<file path="src/rtl/tone_clock_divider_if.sv">
// Tone/timebase bus: tone setting in, step counter, strobe and buzzer drive out.
//   half_period : tone half-period in clk cycles, 0 = silence (master -> slave)
//   time_stamp  : slow step counter                           (slave -> master)
//   tick        : one-cycle strobe when time_stamp advances   (slave -> master)
//   sound       : square-wave buzzer drive                    (slave -> master)
interface tone_clock_divider_if #(
   parameter int unsigned STAMP_W = 4,
   parameter int unsigned TONE_W  = 22
);
   logic [TONE_W-1:0]  half_period;
   logic [STAMP_W-1:0] time_stamp;
   logic               tick;
   logic               sound;

   modport master (
      output half_period,
      input  time_stamp,
      input  tick,
      input  sound
   );

   modport slave (
      input  half_period,
      output time_stamp,
      output tick,
      output sound
   );
endinterface

</file>
<file path="src/rtl/tone_clock_divider.sv">
// Timebase and buzzer tone generator.
// Divides clk into a slow step counter (time_stamp) with a one-cycle tick
// strobe, and generates a 50% square wave whose half-period is set by
// half_period (0 silences the output).
//   clk   : system clock, rising edge
//   rst_n : asynchronous active-low reset
//   bus   : tone_clock_divider_if slave (half_period in; time_stamp, tick, sound out)
module tone_clock_divider #(
   parameter int unsigned TICK_DIV = 27000000,
   parameter int unsigned STAMP_W  = 4,
   parameter int unsigned TONE_W   = 22
) (
   input  logic                 clk,
   input  logic                 rst_n,
   tone_clock_divider_if.slave  bus
);

   localparam int unsigned DIV_W = (TICK_DIV > 1) ? $clog2(TICK_DIV) : 1;
   localparam logic [DIV_W-1:0] DIV_LAST = DIV_W'(TICK_DIV - 1);

   logic [DIV_W-1:0]   div_cnt;
   logic [STAMP_W-1:0] time_stamp;
   logic               tick;
   logic [TONE_W-1:0]  tone_cnt;
   logic               sound;

   // Step divider: time_stamp advances and tick strobes when div_cnt wraps.
   always_ff @(posedge clk or negedge rst_n) begin
      if (!rst_n) begin
         div_cnt    <= '0;
         time_stamp <= '0;
         tick       <= 1'b0;
      end else if (div_cnt == DIV_LAST) begin
         div_cnt    <= '0;
         time_stamp <= time_stamp + STAMP_W'(1);
         tick       <= 1'b1;
      end else begin
         div_cnt    <= div_cnt + DIV_W'(1);
         tick       <= 1'b0;
      end
   end

   // Tone generator: >= compare so a shrinking half_period toggles at once
   // instead of running the counter up to its wrap.
   always_ff @(posedge clk or negedge rst_n) begin
      if (!rst_n) begin
         tone_cnt <= '0;
         sound    <= 1'b0;
      end else if (bus.half_period == '0) begin
         tone_cnt <= '0;
         sound    <= 1'b0;
      end else if (tone_cnt >= (bus.half_period - TONE_W'(1))) begin
         tone_cnt <= '0;
         sound    <= ~sound;
      end else begin
         tone_cnt <= tone_cnt + TONE_W'(1);
      end
   end

   assign bus.time_stamp = time_stamp;
   assign bus.tick       = tick;
   assign bus.sound      = sound;

endmodule

</file>
<file path="src/flat_wrapper.sv">
// flat-port wrapper written by rule: the top's interface ports become plain ports
module tone_clock_divider_flat 
#(
   parameter int unsigned TICK_DIV = 27000000,
   parameter int unsigned STAMP_W  = 4,
   parameter int unsigned TONE_W   = 22
)
  (clk, rst_n, bus_half_period, bus_time_stamp, bus_tick, bus_sound);
  tone_clock_divider_if #(.STAMP_W(STAMP_W), .TONE_W(TONE_W)) bus_i ();
  input  logic clk;
  input  logic rst_n;
  input wire logic [$bits(bus_i.half_period)-1:0] bus_half_period;
  output wire logic [$bits(bus_i.time_stamp)-1:0] bus_time_stamp;
  output wire logic [$bits(bus_i.tick)-1:0] bus_tick;
  output wire logic [$bits(bus_i.sound)-1:0] bus_sound;
  assign bus_i.half_period = bus_half_period;
  assign bus_time_stamp = bus_i.time_stamp;
  assign bus_tick = bus_i.tick;
  assign bus_sound = bus_i.sound;
  tone_clock_divider #(.TICK_DIV(TICK_DIV), .STAMP_W(STAMP_W), .TONE_W(TONE_W)) u_core (.clk(clk), .rst_n(rst_n), .bus(bus_i));
endmodule
</file>
<file path="config.mk">
export PLATFORM = sky130hd
export DESIGN_NAME = tone_clock_divider_flat
export DESIGN_NICKNAME = d
export VERILOG_FILES = /design/src/rtl/tone_clock_divider_if.sv /design/src/rtl/tone_clock_divider.sv /design/src/flat_wrapper.sv
export SDC_FILE = /design/constraint.sdc
export NUM_CORES = 1
export LEC_CHECK = 0
export ABC_AREA = 1
export CAP_MARGIN = 5
export CORE_MARGIN = 2
export CORE_UTILIZATION = 48
export DETAILED_ROUTE_END_ITERATION = 10
export PLACE_DENSITY = 0.68
export SLEW_MARGIN = 20
export SYNTH_ARGS = -nofsm -noshare
export SYNTH_HDL_FRONTEND = slang
export SYNTH_SLANG_ARGS = --single-unit
</file>
<file path="constraint.sdc">
create_clock -name clk -period 1.9 [get_ports clk]
set_input_delay 0.38 -clock clk [delete_from_list [all_inputs] [get_ports clk]]
set_output_delay 0.38 -clock clk [all_outputs]
set_load 0.05 [all_outputs]
</file>
==> flow_summary.ini, run 1 <==
[yosys]
synth_nets = 597
synth.top_cell.area_share_pct = 34.0
synth-main-ff-cell = dfrtp_1
synthCells = 547
yosys.area.top_type = dfrtp_1
synth_edf_count = 0
syn_area_sq_mm = 0.00391
ys_seq_elements = 53
ys_types = 31
ys.warnings.count = 0
async_flop_share_pct = 100
synthTopCellsByArea = dfrtp_1 (34%), nand2_1 (13%), nor2_1 (8.8%)
synth-seq-area-share_pct = 34.0
syn_avg_cell_area_sq_um = 7.14

[cts]
cts_root_buffer = clkbuf_8
clk_latency_ps = 300
cts_buffer_depth = 2
path_clk_slew_ps = 90
cts_tree = done
hold_buffers = 0
clock_sinks = 53
cts_max_level = 2
cts-buffers-inserted = 5

[power]
ir_worst_vdd_uv = 348
leakage_uw = 0.00275
power_density_mw_per_mm2 = 451

[timing]
max_clock_freq_ghz = 0.407
finalSetupViolCount = 23
timing.final.crit_period_ps = 2460
relSlewSlack_pct = 65.5
rsz0062_at_grt = true
finalCritPeriodShare_pct = 129
worstMarginPinSlew_ps = 514
totalNegativeSetupSlack_ps = -11890
drv_slew = 0
finalHoldViolCount = 0
setup_slack_ps = -557
clock_skew_ps = 6.11

[floorplanning]
die_h_um = 94.2
row_count = 32
die_w_um = 94.2
io_pins = 30
die_area_sq_mm = 0.00888
coreArea_sq_mm = 0.00781
start_util_pct = 50.0

[routing]
drtPass1Iterations = 4
wl_um = 10600
route.detailed.drc = 0
vias_per_cell = 5.11
first_iter_violations = 225
wl_per_cell_um = 14.0
ant_nets = 0
vias = 3870

[cells_and_area]
finalInstanceArea_sq_mm = 0.00557
drive_above_1_share_pct = 32.0
instances_no_fill = 758
final_cell_mix = nand2_1 (123), inv_1 (73), buf_4 (73), nor2_1 (54), dfrtp_1 (53)
final_net_count = 706
syn2layout_area_growth_pct = 42.6
multi_input_area_sq_mm = 0.00276
fillCellCount = 592
diodes = 0
final_common_cell = nand2_1
seqCellArea_sq_mm = 0.00133

[hold_path]
hp-class = input port to async pin

[global_route]
grt_max_degree = 54
track_usage_pct = 24.3
grt_pass1_vias = 3937
antenna_found_initial = 0
grt_pass1_wl_um = 17200
grt_overflow = 0

[run_status]
violations = setup timing
status = complete, but fails checks

[critical_path]
critPathRequiredTime_ps = 2100
path_cells = buf_6, clkinvlp_4, ha_4, nand2_8, nor2_4, nand3_4, nor2_4, xor2_1, inv_1, ha_4, nand2_4, nor2_4, nand3_2, nor2_2, nand2_2, nand4_4, buf_6, buf_16, nor2_1
path_common_cell = nor2_4
cp_max_fo = 6
slowest_stage = ha_4
arrival_ps = 2650
worstSetupEndpointType = register
crit_type = input port to register
critPathLaunchType = input port
cp_slowest_stage_delay_ps = 280

[place]
place_area_sq_mm = 0.00473
place_congestion = 0.905
portBuffers = 29
dp.cells = 722
place_hpwl_um = 7170

[job]
cap_viol_max_count = 0
## registers in the layout (all words and copies together), names as in the netlist
signal	flops
u_core.tone_cnt	22
u_core.div_cnt	25
u_core.bus.tick	1
u_core.bus.time_stamp	4
u_core.bus.sound	1
## path summary, 6_finish.rpt
check / to / depth (start not counted) / slack, ps / from
setup / recovery: u_core.tone_cnt[21] / 19 / -560 / bus_half_period[0]
hold / removal: u_core.tone_cnt[17] / 2 / 60 / rst_n
setup reg to reg: u_core.tone_cnt[21] / 10 / -40 / u_core.tone_cnt[19]
hold reg to reg: u_core.div_cnt[0] / 1 / 470 / u_core.div_cnt[0]
max in group asynchronous: u_core.div_cnt[11] / 2 / 1610 / rst_n
min in group clk: u_core.div_cnt[0] / 1 / 470 / u_core.div_cnt[0]
## cell usage after synthesis (4+ instances only)
cell     instances
a21oi_1          9
nand3_1         25
ha_1            26
nor3_1          15
xnor2_1         18
nor2_2           4
dfrtp_1         53
nor2_1          92
nand4_1         24
inv_1           84
xor2_1          31
nand2_1        138
## worst max-delay path: cells and delay by family
kind / cells / cell delay (ps)
AND/OR/NAND/NOR: 11 / 1100
XOR/XNOR: 1 / 170
adder cells (fa/ha/maj): 2 / 440
buffers and inverters: 5 / 540
## layer usage
metal	part of all wire, %	track usage [%]	vias to the layer above	wire, um
li1	-	-	1938	-
met1	40	27.6	1816	4250
met2	54	47.0	81	5720
met3	2.9	2.89	35	307
met4	3.2	7.73	0	340
met5	0	0	-	0
## power breakdown
| part | internal, uW | switching [uW] | leakage [uW] |
|---|---|---|---|
| Sequential | 1160 | 43.8 | 0.000714 |
| Clock | 383 | 348 | 0.0000540 |
| Combinational | 254 | 321 | 0.00198 |
## kinds of logic after synthesis
kind of cell / after synthesis / share of synthesized area [%]
AO/OA/AOI/OAI: 15 / 2.08
buffers and inverters: 88 / 8.87
AND/OR/NAND/NOR: 316 / 35.8
XOR/XNOR: 49 / 11.0
flip-flops: 53 / 34.0
adder cells (fa/ha/maj): 26 / 8.33
## final cells by class
cell class,count,share of cell area [%]
Clock inverter,2,0.629
Clock buffer,5,1.24
Timing Repair Buffer,106,16.5
Inverter,84,5.91
Multi-Input combinational cell,406,49.6
Tap cell,102,2.29
Sequential cell,53,23.8
## what timing repair did
item,CTS,global route
buffers inserted,22,8
cloned,3,0
endpoints found under the setup margin,23,40
pin swaps,48,61
resized for setup,134,74
## stage by stage
stage	hold slack, ps	setup WS [ps]	util, %	total power, uW
after floorplan	84.4	-388	-	1460
after global placement	389	-1090	60.5	1680
after detailed placement	391	-1210	60.5	1690
after CTS	59.3	-544	68.1	2500
after global routing	74.6	-612	71.3	2650
final	60.8	-557	71.3	2510
No activity file was read; power rests on OpenSTA's default activity.
==> inputs of run 2 (changes only) <==
Settings changed: CAP_MARGIN 5 to 15.
==> results of run 2 <==
Final layout, timing and power as in run 1 (identical DEF).
==> inputs of run 3 (changes only) <==
Settings changed: PLACE_DENSITY 0.68 to 0.75.
==> run 3 against run 2 <==
  * The run still ends with setup timing left
  * Sequential power about the same
  * Clock power increased by 22%
  * Combinational power decreased by 10%
  * Clock-buffer cell count unchanged
  * Critical endpoint is now u_core.tone_cnt[17]
  * Largest cell class unchanged
  * Highest routed layer unchanged
==> flow_summary.ini, run 3 (synthesized netlist as in run 1, its figures left out) <==
[run_status]
status = complete, but fails checks
violations = setup timing

[routing]
ant_nets = 0
route.detailed.drc = 0
vias = 3853
first_iter_violations = 207
drtPass1Iterations = 4
vias_per_cell = 5.14
wl_per_cell_um = 13.9
wl_um = 10400

[global_route]
grt_pass1_wl_um = 16900
use_met1_pct = 31.2
grt_overflow = 0
grt_max_degree = 54
antenna_found_initial = 0
grt_pass1_vias = 3725
met3_usage_pct = 2.73
use_met2_pct = 42.0
top_usage_layer = met2
track_usage_pct = 23.7

[floorplanning]
die_w_um = 94.2
die_h_um = 94.2
coreArea_sq_mm = 0.00781
io_pins = 30
start_util_pct = 50.0
row_count = 32
die_area_sq_mm = 0.00888

[timing]
finalCritPeriodShare_pct = 131
fin_hold_ws_ps = 36.9
max_clock_freq_ghz = 0.403
worstMarginPinSlew_ps = 497
finalSetupViolCount = 23
drv_slew = 0
setup_slack_ps = -584
relSlewSlack_pct = 66.7
clock_skew_ps = 5.88
timing.final.crit_period_ps = 2480
finalHoldViolCount = 0
rsz0062_at_grt = true

[power]
ir_worst_vdd_uv = 431
power_density_mw_per_mm2 = 497
leakage_uw = 0.00268

[cells_and_area]
drive_above_1_share_pct = 27.6
fillCellCount = 641
largest_register_ffs = 25
final_cell_mix = nand2_1 (126), inv_1 (75), buf_4 (67), nor2_1 (64), dfrtp_1 (53)
top_regs = u_core.div_cnt (25), u_core.tone_cnt (22), u_core.bus.time_stamp (4)
finalInstanceArea_sq_mm = 0.00527
final_common_cell = nand2_1
top_register = u_core.div_cnt
diodes = 0
final_net_count = 697
syn2layout_area_growth_pct = 35.0

[place]
place_ws_ps = -1140
place_area_sq_mm = 0.00474
place_hpwl_um = 7100
portBuffers = 29
place_congestion = 0.916

[critical_path]
arrival_ps = 2730
critPathLaunchType = input port
rr_startpoint = u_core.tone_cnt[11]
ff2ff_path_depth = 10
reg2reg_slack_ps = -10
worstSetupEndpointType = register
cp_max_fo = 6
crit_type = input port to register
crit_start = bus_half_period[6]
reg2reg_to = u_core.tone_cnt[17]
critPathRequiredTime_ps = 2150

[cts]
cts_buffer_depth = 2
cts-buffers-inserted = 5
clock_sinks = 53
hold_buffers = 0
path_clk_slew_ps = 90
clk_latency_ps = 300
cts_max_level = 2
cts_root_buffer = clkbuf_8
cts_tree = done

[hold_path]
hp-class = input port to async pin

[job]
cap_viol_max_count = 0
==> run 3: layout make-up <==
type / instances / area [sq um] / area share, %
Inverter: 84 / 319 / 6.05
Clock buffer: 5 / 68.8 / 1.30
Sequential cell: 53 / 1330 / 25.1
Clock inverter: 3 / 65.1 / 1.23
Tap cell: 102 / 128 / 2.42
Timing Repair Buffer: 97 / 801 / 15.2
Multi-Input combinational cell: 406 / 2570 / 48.7
==> run 3: routing by layer <==
| metal | share of wire (%) | vias up |
|---|---|---|
| met3 | 4.3 | 23 |
| met5 | 0 | - |
| met4 | 1.9 | 0 |
| met2 | 50 | 103 |
| met1 | 44 | 1809 |
| li1 | - | 1918 |
==> run 3: report_power, final <==
| part | switching, uW | internal, uW |
|---|---|---|
| Sequential | 52.6 | 1160 |
| Clock | 367 | 523 |
| Combinational | 289 | 227 |
==> run 3: how the worst max path moves through the flow <==
stage	cells after the start	to	slack [ps]
final	18	u_core.tone_cnt[17]	-580
after global routing	18	u_core.tone_cnt[11]	-690
after CTS	19	u_core.tone_cnt[20]	-500
after detailed placement	17	u_core.tone_cnt[7]	-1140
after global placement	17	u_core.tone_cnt[6]	-1110
after floorplan	17	u_core.tone_cnt[17]	-390
==> run 3: timing repair <==
action	CTS	global route
cloned	1	0
setup endpoints to repair	23	24
pin swaps	36	27
gates resized for setup	108	26
buffers inserted	18	3
endpoints found under the hold margin	0	0
==> run 3: worst max-delay path, cell delays in order <==
cell and delay (ps):
buf_2 130, nor2_2 120, nand3_2 120, nor2_4 140, nand2_2 80, inv_2 100, buf_4 110, nand2_1 70
xor2_2 160, ha_1 290, a21o_1 160, nor2_1 140, nand2_1 110, nand2_2 100, nand4_4 120, buf_12 160
buf_12 140, nor2_4 100
==> run 3: stage by stage <==
| step | TNS, ps | cells | utilization, % | power (uW) |
|---|---|---|---|---|
| after detailed placement | -25630 | 720 | 60.7 | 1690 |
| final | -12920 | 750 | 67.5 | 2620 |
| after global routing | -15520 | 750 | 67.5 | 2760 |
| after global placement | -25360 | 720 | 60.7 | 1670 |
| after CTS | -11150 | 747 | 66.0 | 2610 |
| after floorplan | -8350 | 547 | - | 1460 |
